<file path="src/rtl/spi_pkg.sv">
// Shared constants, state type and bit-ordering helper for the SPI target.
package spi_pkg;

    localparam int WORD_SLOW = 8;
    localparam int WORD_FAST = 32;

    typedef enum logic {
        IDLE,
        ACTIVE
    } spiState_t;

    // Maps the running bit count to a word bit position: bytes go out
    // lowest first, and each byte goes out MSB first.
    function automatic logic [4:0] bitIndex(input logic [4:0] count);
        return {count[4:3], ~count[2:0]};
    endfunction

endpackage

</file>
<file path="src/rtl/spi_sync_edge.sv">
// Multi-flop synchroniser for one SPI pin, with rise/fall detection on the
// synchronised level. RESET_VAL should match the pin's idle level so that
// leaving reset does not look like an edge.
module spi_sync_edge #(
    parameter int   SYNC_STAGES = 2,
    parameter logic RESET_VAL   = 1'b0
) (
    input  logic clk,
    input  logic rst,
    input  logic pin_i,
    output logic rise_o,
    output logic fall_o
);

    logic [SYNC_STAGES-1:0] sync_q;
    logic                   prev_q;
    logic                   level;

    // Shift the raw pin through the synchroniser and keep the previous sample for edge compare.
    always_ff @(posedge clk) begin
        if (rst) begin
            sync_q <= {SYNC_STAGES{RESET_VAL}};
            prev_q <= RESET_VAL;
        end else begin
            sync_q <= {sync_q[SYNC_STAGES-2:0], pin_i};
            prev_q <= sync_q[SYNC_STAGES-1];
        end
    end

    assign level  = sync_q[SYNC_STAGES-1];
    assign rise_o = level & ~prev_q;
    assign fall_o = ~level & prev_q;

endmodule

</file>
<file path="src/rtl/spi_target.sv">
// SPI mode-0 target, fully oversampled in the clk domain. Receives 8- or
// 32-bit words, presents them with a one-cycle valid pulse, and transmits
// from a one-entry holding register (FILL pattern when it runs dry).
module spi_target
    import spi_pkg::*;
#(
    parameter int         SYNC_STAGES = 2,
    parameter logic [7:0] FILL        = 8'hFF
) (
    input  logic        clk,
    input  logic        rst,
    input  logic        sclk,
    input  logic        ss_n,
    input  logic        mosi,
    output logic        miso,
    output logic        miso_oe,
    input  logic        fast,
    input  logic [31:0] tx_data,
    input  logic        tx_load,
    output logic        tx_full,
    output logic [31:0] rx_data,
    output logic        rx_valid,
    output logic        underrun,
    output logic        abort,
    input  logic        clr_err
);

    localparam logic [4:0] LAST_SLOW = 5'(WORD_SLOW - 1);
    localparam logic [4:0] LAST_FAST = 5'(WORD_FAST - 1);

    logic sclkRise, sclkFall, ssRise, ssFall;
    logic [SYNC_STAGES-1:0] mosiSync_q;
    logic mosiSample;

    spiState_t   state_q, state_d;
    logic [4:0]  count_q, count_d;
    logic        wordFast_q, wordFast_d;
    logic [31:0] activeWord_q, activeWord_d;
    logic [31:0] rxShift_q, rxShift_d;
    logic [31:0] rxData_q, rxData_d;
    logic        rxValid_q, rxValid_d;
    logic [31:0] txHold_q, txHold_d;
    logic        txFull_q, txFull_d;
    logic        underrun_q, underrun_d;
    logic        abort_q, abort_d;
    logic        miso_q, miso_d;
    logic        startWord;
    logic [4:0]  lastCount;

    spi_sync_edge #(.SYNC_STAGES(SYNC_STAGES), .RESET_VAL(1'b0)) sclkSync (
        .clk    (clk),
        .rst    (rst),
        .pin_i  (sclk),
        .rise_o (sclkRise),
        .fall_o (sclkFall)
    );

    spi_sync_edge #(.SYNC_STAGES(SYNC_STAGES), .RESET_VAL(1'b1)) ssSync (
        .clk    (clk),
        .rst    (rst),
        .pin_i  (ss_n),
        .rise_o (ssRise),
        .fall_o (ssFall)
    );

    // Data pin only needs to be synchronised; it is sampled on synchronised sclk rises.
    always_ff @(posedge clk) begin
        if (rst) begin
            mosiSync_q <= '0;
        end else begin
            mosiSync_q <= {mosiSync_q[SYNC_STAGES-2:0], mosi};
        end
    end

    assign mosiSample = mosiSync_q[SYNC_STAGES-1];
    assign lastCount  = wordFast_q ? LAST_FAST : LAST_SLOW;

    // State register and all datapath registers.
    always_ff @(posedge clk) begin
        if (rst) begin
            state_q      <= IDLE;
            count_q      <= '0;
            wordFast_q   <= 1'b0;
            activeWord_q <= '0;
            rxShift_q    <= '0;
            rxData_q     <= '0;
            rxValid_q    <= 1'b0;
            txHold_q     <= '0;
            txFull_q     <= 1'b0;
            underrun_q   <= 1'b0;
            abort_q      <= 1'b0;
            miso_q       <= 1'b1;
        end else begin
            state_q      <= state_d;
            count_q      <= count_d;
            wordFast_q   <= wordFast_d;
            activeWord_q <= activeWord_d;
            rxShift_q    <= rxShift_d;
            rxData_q     <= rxData_d;
            rxValid_q    <= rxValid_d;
            txHold_q     <= txHold_d;
            txFull_q     <= txFull_d;
            underrun_q   <= underrun_d;
            abort_q      <= abort_d;
            miso_q       <= miso_d;
        end
    end

    // Next-state logic: ss_n edges take priority over sclk edges; word start
    // is applied after the FSM so it overrides, and tx_load is applied last so
    // a same-cycle load survives the transfer out of the holding register.
    always_comb begin
        state_d      = state_q;
        count_d      = count_q;
        wordFast_d   = wordFast_q;
        activeWord_d = activeWord_q;
        rxShift_d    = rxShift_q;
        rxData_d     = rxData_q;
        rxValid_d    = 1'b0;
        txHold_d     = txHold_q;
        txFull_d     = txFull_q;
        underrun_d   = underrun_q;
        abort_d      = 1'b0;
        miso_d       = miso_q;
        startWord    = 1'b0;

        if (clr_err) begin
            underrun_d = 1'b0;
        end

        unique case (state_q)
            IDLE: begin
                miso_d = 1'b1;
                if (ssFall) begin
                    state_d   = ACTIVE;
                    startWord = 1'b1;
                end
            end
            ACTIVE: begin
                if (ssRise) begin
                    state_d = IDLE;
                    miso_d  = 1'b1;
                    count_d = '0;
                    if (count_q != 5'd0) begin
                        abort_d = 1'b1;
                    end
                end else if (sclkRise) begin
                    rxShift_d[bitIndex(count_q)] = mosiSample;
                    if (count_q == lastCount) begin
                        rxData_d  = wordFast_q ? rxShift_d : {24'b0, rxShift_d[7:0]};
                        rxValid_d = 1'b1;
                        startWord = 1'b1;
                    end else begin
                        count_d = count_q + 5'd1;
                    end
                end else if (sclkFall) begin
                    miso_d = activeWord_q[bitIndex(count_q)];
                end
            end
            default: begin
                state_d = IDLE;
            end
        endcase

        if (startWord) begin
            wordFast_d = fast;
            count_d    = '0;
            if (txFull_q) begin
                activeWord_d = txHold_q;
                txFull_d     = 1'b0;
            end else begin
                activeWord_d = {4{FILL}};
                underrun_d   = 1'b1;
            end
            miso_d = activeWord_d[bitIndex(5'd0)];
        end

        if (tx_load) begin
            txHold_d = tx_data;
            txFull_d = 1'b1;
        end
    end

    assign miso     = miso_q;
    assign miso_oe  = (state_q == ACTIVE);
    assign tx_full  = txFull_q;
    assign rx_data  = rxData_q;
    assign rx_valid = rxValid_q;
    assign underrun = underrun_q;
    assign abort    = abort_q;

endmodule

</file>
<file path="config.mk">
export PLATFORM = sky130hd
export DESIGN_NAME = spi_target
export DESIGN_NICKNAME = d
export VERILOG_FILES = /design/src/rtl/spi_pkg.sv /design/src/rtl/spi_sync_edge.sv /design/src/rtl/spi_target.sv
export SDC_FILE = /design/constraint.sdc
export NUM_CORES = 1
export LEC_CHECK = 0
export CAP_MARGIN = 20
export CORE_UTILIZATION = 49
export DETAILED_ROUTE_END_ITERATION = 8
export PLACE_DENSITY_LB_ADDON = 0.12
export SETUP_SLACK_MARGIN = 0.15
export SLEW_MARGIN = 30
export SYNTH_ARGS = -nofsm -noshare
export SYNTH_HDL_FRONTEND = slang
export SYNTH_SLANG_ARGS = --single-unit
</file>
<file path="constraint.sdc">
create_clock -name clk -period 5.35 [get_ports clk]
set_clock_uncertainty 0.2 [all_clocks]
set_input_delay 1.07 -clock clk [delete_from_list [all_inputs] [get_ports clk]]
set_output_delay 1.07 -clock clk [all_outputs]
set_load 0.03 [all_outputs]
</file>
==> impl_metrics.tcl, run 1 <==
set metrics [dict create \
    drt_iter0_markers 353 \
    syn_inst 740 \
    critical-path-top-delay-family "simple AND/OR/NAND/NOR gates" \
    syn_nets 784 \
    busiest_layer "met2" \
    place_congestion 0.794 \
    synthFlopType "dfxtp_1" \
    status "finished clean" \
    finalSetupTns_ps 0 \
    path_buf_inv 0 \
    cts_tree "done" \
    syn_area_um2 6560 \
    startpoint_type "flip-flop" \
    synth_seq_area_share_pct 45.2 \
    worstMarginPinSlew_ps 958 \
    p_clk_share_pct 50.8 \
    rsz0062_at_grt "false" \
    grt_max_degree 101 \
    drt_pass1_iterations 4 \
    fillers 1119 \
    h-tree-depth 4 \
    p_sw_mw 0.547 \
    crit_path_cell_trace "ha_1 -> nand2_1 -> a2111oi_4 -> or3_4 -> nor2_1 -> a311oi_1" \
    dpl.hpwl_mm 9.05 \
    synth_edf_count 0 \
    fin_total_pwr_mw 2.65 \
    dp_slack_ps 1920 \
    grt.total_usage_pct 21.3 \
    wl_mm 14.4 \
    cts_sinks 148 \
    maxCapViolCount 0 \
    async_flop_share_pct 0 \
    timing.rr.end "activeWord_q[13]" \
    std_cell_rows 41 \
    drive_above_1_share_pct 12.3 \
    ant_nets 0 \
    fmax_mhz 294 \
    final_cell_area_um2 7990 \
    clockBufferDepth 2 \
    grt_pass1_wl_mm 23.7 \
    synth_top_area_share_pct 45.2 \
    cp.arrival_ps 3530 \
    hold_path_class "flip-flop to flip-flop" \
    timing.final.crit_share_pct 63.6 \
    crit_path_end_kind "flip-flop" \
    relSlewSlack_pct 35.8 \
    worst_slack_ps 1950 \
    cts_setup_buffers 0 \
    ir_worst_vdd_mv 0.223 \
    rr_worst_depth 6 \
    via_count 5136 \
    r2r-start "count_q[1]" \
    fp.dieArea_um2 13800 \
    cp_slowest_stage_delay_ps 920 \
    pwr-share-seq_pct 43.5 \
    pwr-share-comb_pct 5.7 \
    layout_min_cycle_time_ps 3400 \
    nets 820 \
    finalSetupViolations 0 \
    clk_latency_ps 420 \
    r2r_setup_slack_ps 1950 \
    use_met1_pct 29.2 \
    chipHeight_um 118 \
    ys_ff_latch 148 \
    fp.dieW_um 118 \
    grt_pass1_vias 4731 \
    netlist.top_cell.by_area "dfxtp_1" \
    globalRoute.totalOverflow 0 \
    cp-startpoint "count_q[1]" \
    crit_required_ps 5480 \
    sw_frac_of_total_pct 20.6 \
    antenna_found_initial 0 \
    io_pins 78 \
    antennaDiodeCount 0 \
    met2_usage_pct 32.0 \
    cts_resized 0 \
    layout_commonest_cell "dfxtp_1" \
    cts_made_buffers 17 \
    syn2layout_area_growth_pct 21.8 \
    cp-endpoint "activeWord_q[13]" \
    yosysUniqueCellTypes 41 \
    cts-root-buf "clkbuf_16" \
    core_um2 12800 \
    synth_area_per_cell_um2 8.86 \
    yosys_warnings 0 \
    grtUsageMet3_pct 5.33 \
    via_per_inst 5.34 \
    holdWs_ps 222 \
    postCtsHoldBufs 0 \
    avgRoutedWirePerCell_um 14.9 \
    crit_slowest_cell "dfxtp_1" \
    p_leak_nw 3.09 \
    final_cell_mix "dfxtp_1, nor2_1, nand2_1, clkdlybuf4s50_1, mux2i_1" \
    port_buffers 77 \
    cp.depth 6 \
    initial_utilization_pct 51.1 \
    placed_area_um2 7300 \
    path_clk_slew_ps 60 \
    p_int_mw 2.11 \
    critPathKind "flip-flop to flip-flop" \
    hold_violations 0 \
    slew_violations 0 \
    synth_area_leaders "dfxtp_1, mux2i_1, nor2_1" \
    drc 0 \
    multiInputGateArea_um2 3180 \
    power_density_nw_per_um2 332 \
    critical_path_peak_fanout 66 \
    register_area_um2 2960 \
]
-- logic make-up after synthesis --
kind of cell               after synthesis  share of synthesized area (%)
buffers and inverters                  103                           6.70
adders and majority gates                4                          0.764
xor gates and xnor gates                 1                          0.134
muxes                                  103                           16.4
AOI/OAI and AO/OA                       94                           11.5
DFF                                    148                           45.2
and+or+nand+nor                        287                           19.3
-- metrics by stage --
step                      instances  utilization (%)
after floorplan                 740                -
after detailed placement        929             56.9
after CTS                       961             62.2
after global placement          929             56.8
after global routing            961             62.3
final                           961             62.3
-- Yosys cell counts, types with 4 or more instances --
cell type	count
buf_2	9
nor3b_1	5
a211oi_1	5
ha_1	4
nand2_1	97
mux2i_1	66
a311oi_1	29
a311oi_2	10
nand3b_1	4
nor2_1	112
a21oi_1	33
nand3_1	43
o21ai_0	4
buf_4	5
nor2b_1	6
clkbuf_1	45
dfxtp_1	148
mux2_2	37
inv_1	38
-- power by group through the flow --
stage | Sequential, mW | Combinational, mW | Clock, mW
floorplan | 1.17 | 0.104 | 0
global placement | 1.18 | 0.146 | 0
detailed placement | 1.18 | 0.151 | 0
CTS | 1.15 | 0.152 | 1.37
global route | 1.16 | 0.167 | 1.42
finish | 1.15 | 0.151 | 1.35
-- area by class of cell --
type	count	area share (%)
multi-input cells	489	39.8
flip-flops and latches	148	37.1
repair buffers	82	10.1
clock buffers	25	6.45
well taps	172	2.69
clock inverters	7	2.07
inverters	38	1.79
-- sequential cells by signal (all words and copies together) (netlist names), 2 cells and up --
signal and count:
rxShift_q 32, rx_data 32, txHold_q 32, activeWord_q 32
sclkSync.sync_q 2, ssSync.sync_q 2, count_q 5, mosiSync_q 2
-- metal layers --
layer  vias up  part of all wire (%)
met1      2412                    48
met2       118                    45
met4         0                   1.2
met5         -                     0
li1       2594                     -
met3        12                   4.9
-- worst min-delay path by stage --
stage,from,cells after the start,to
2_1_floorplan,ssSync.sync_q[0],1,ssSync.sync_q[1]
3_3_place_gp,ssSync.sync_q[0],1,ssSync.sync_q[1]
3_5_place_dp,ssSync.sync_q[0],1,ssSync.sync_q[1]
4_1_cts,ssSync.sync_q[0],1,ssSync.sync_q[1]
5_1_grt,ssSync.sync_q[0],1,ssSync.sync_q[1]
6_report,ssSync.sync_q[0],1,ssSync.sync_q[1]
-- worst register-to-register path: stages, from the launching register on --
cell       delay, ps
dfxtp_1          920
ha_1             610
nand2_1          210
a2111oi_4        320
or3_4            630
nor2_1           150
a311oi_1         270
No activity file was read; power rests on OpenSTA's default activity.
==> run 2: changes to the inputs <==
Clock period 5.35 ns to 3 ns, I/O delays scaled along.
==> run 2 against run 1 <==
Effect of this change:
- clock power is 57% higher
- final cell count grew 1.5%
- die area did not move
- hold slack got worse by 13 ps
- clock-buffer cell count down 5
- register-to-register slack lost 1500 ps
- utilization increased by 0.22 points
- critical endpoint is now activeWord_q[11]
- highest routed layer unchanged
==> impl_metrics.tcl, run 2 (same netlist as run 1, synthesis figures left out) <==
set metrics [dict create \
    status "finished clean" \
    layout_commonest_cell "dfxtp_1" \
    layout_min_cycle_time_ps 2600 \
    rr_worst_depth 8 \
    cts_tree "done" \
    initial_utilization_pct 51.1 \
    critPathKind "flip-flop to flip-flop" \
    nets 836 \
    final_core_util_pct 62.5 \
    cp.depth 8 \
    p_leak_nw 3.13 \
    cp_slowest_stage_delay_ps 460 \
    crit_path_cell_trace "ha_1 -> buf_4 -> nand3_1 -> a211oi_1 -> or3_4 -> buf_4 -> nor2_1 -> a311oi_1" \
    crit_path_end_kind "flip-flop" \
    h-tree-depth 4 \
    chipHeight_um 118 \
    drt_iter0_markers 435 \
    clk_latency_ps 430 \
    multiInputGateArea_um2 3160 \
    met2_wirelength_mm 6.74 \
    cts_resized 0 \
    worst_path_most_repeated_cell "buf_4" \
    syn2layout_area_growth_pct 22.3 \
    hold_violations 0 \
    grt.total_usage_pct 22.3 \
    grt_pass1_vias 5136 \
    crit_required_ps 3130 \
    dpl.hpwl_mm 9.63 \
    globalRoute.totalOverflow 0 \
    maxCapViolCount 0 \
    drt_pass1_iterations 4 \
    antennaDiodeCount 0 \
    register_area_um2 2960 \
    path_clk_slew_ps 60 \
    via_per_inst 5.44 \
    cts_setup_buffers 0 \
    power_density_nw_per_um2 556 \
    fp.dieArea_um2 13800 \
    m1WireLength_mm 7.08 \
    fillers 1125 \
    fp.dieW_um 118 \
    crit_slowest_cell "dfxtp_1" \
    grt_pass1_wl_mm 24.8 \
    ir_worst_vdd_mv 0.423 \
    finalSetupViolations 0 \
    final_cell_mix "dfxtp_1, nor2_1, nand2_1, clkdlybuf4s50_1, mux2i_1" \
    place_congestion 0.904 \
    hold_path_class "flip-flop to flip-flop" \
    grt_max_degree 66 \
    postCtsHoldBufs 0 \
    relSlewSlack_pct 36.6 \
    fmax_mhz 385 \
    port_buffers 77 \
    core_um2 12800 \
    drc 0 \
    wl_met3_um 663 \
    path_buf_inv 2 \
    wl_mm 14.7 \
    drive_above_1_share_pct 13.3 \
    timing.final.crit_share_pct 86.7 \
    cts_sinks 148 \
    rsz0062_at_grt "false" \
    worstMarginPinSlew_ps 952 \
    top_layer "met4" \
    cts_made_buffers 17 \
    ant_nets 0 \
    finalSetupTns_ps 0 \
    slew_violations 0 \
    startpoint_type "flip-flop" \
    avgRoutedWirePerCell_um 15.1 \
    clockBufferDepth 2 \
    cts-root-buf "clkbuf_16" \
    critical_path_peak_fanout 29 \
    io_pins 78 \
    std_cell_rows 41 \
    antenna_found_initial 0 \
    via_count 5303 \
    cp.arrival_ps 2730 \
    critical-path-top-delay-family "simple AND/OR/NAND/NOR gates" \
    min_path_cells 1 \
]
run 2: cell count changes in the layout (fill, tap and decap cells not counted), sizes merged:
cell	delta
buf	+16
clkinvlp	+1
bufinv	-2
clkbuf	-5
clkinv	+4
run 2: final cells by class:
class | count | area share (%)
Clock buffer | 20 | 5.70
Clock inverter | 10 | 1.65
Inverter | 38 | 1.78
Multi-Input combinational cell | 489 | 39.4
Sequential cell | 148 | 37.0
Tap cell | 172 | 2.68
Timing Repair Buffer | 98 | 11.8
run 2: path summary, 6_finish.rpt:
check                                      start                to  slack (ps)
worst max-delay path                  count_q[0]  activeWord_q[11]         400
worst min-delay path            ssSync.sync_q[0]  ssSync.sync_q[1]         210
worst max register to register        count_q[0]  activeWord_q[11]         400
worst min register to register  ssSync.sync_q[0]  ssSync.sync_q[1]         210
run 2: where the power goes:
part           switching (mW)  internal, mW  total [mW]
combinational           0.151         0.131       0.282
clock                   0.788          1.33        2.12
sequential             0.0313          2.02        2.06
total                   0.970          3.49        4.46
run 2: layer usage:
layer | global-route usage, % | up-vias
met5 | 0 | -
met4 | 9.38 | 0
met3 | 4.94 | 20
met2 | 35.0 | 140
met1 | 29.4 | 2513
li1 | - | 2630
run 2: metrics by stage:
step	power, mW	area, um2	setup slack, ps	hold slack, ps	cells
final	4.46	8020	400	209	975
after global routing	4.63	8020	279	252	975
after CTS	4.50	8020	433	208	975
after detailed placement	2.38	7430	445	198	945
after global placement	2.37	7430	610	200	945
after floorplan	2.28	6560	729	189	740
==> run 3: changes to the inputs <==
Settings changed: ABC_CLOCK_PERIOD_IN_PS set to 3000.
==> results of run 3 <==
Final layout, timing and power as in run 2 (identical DEF).
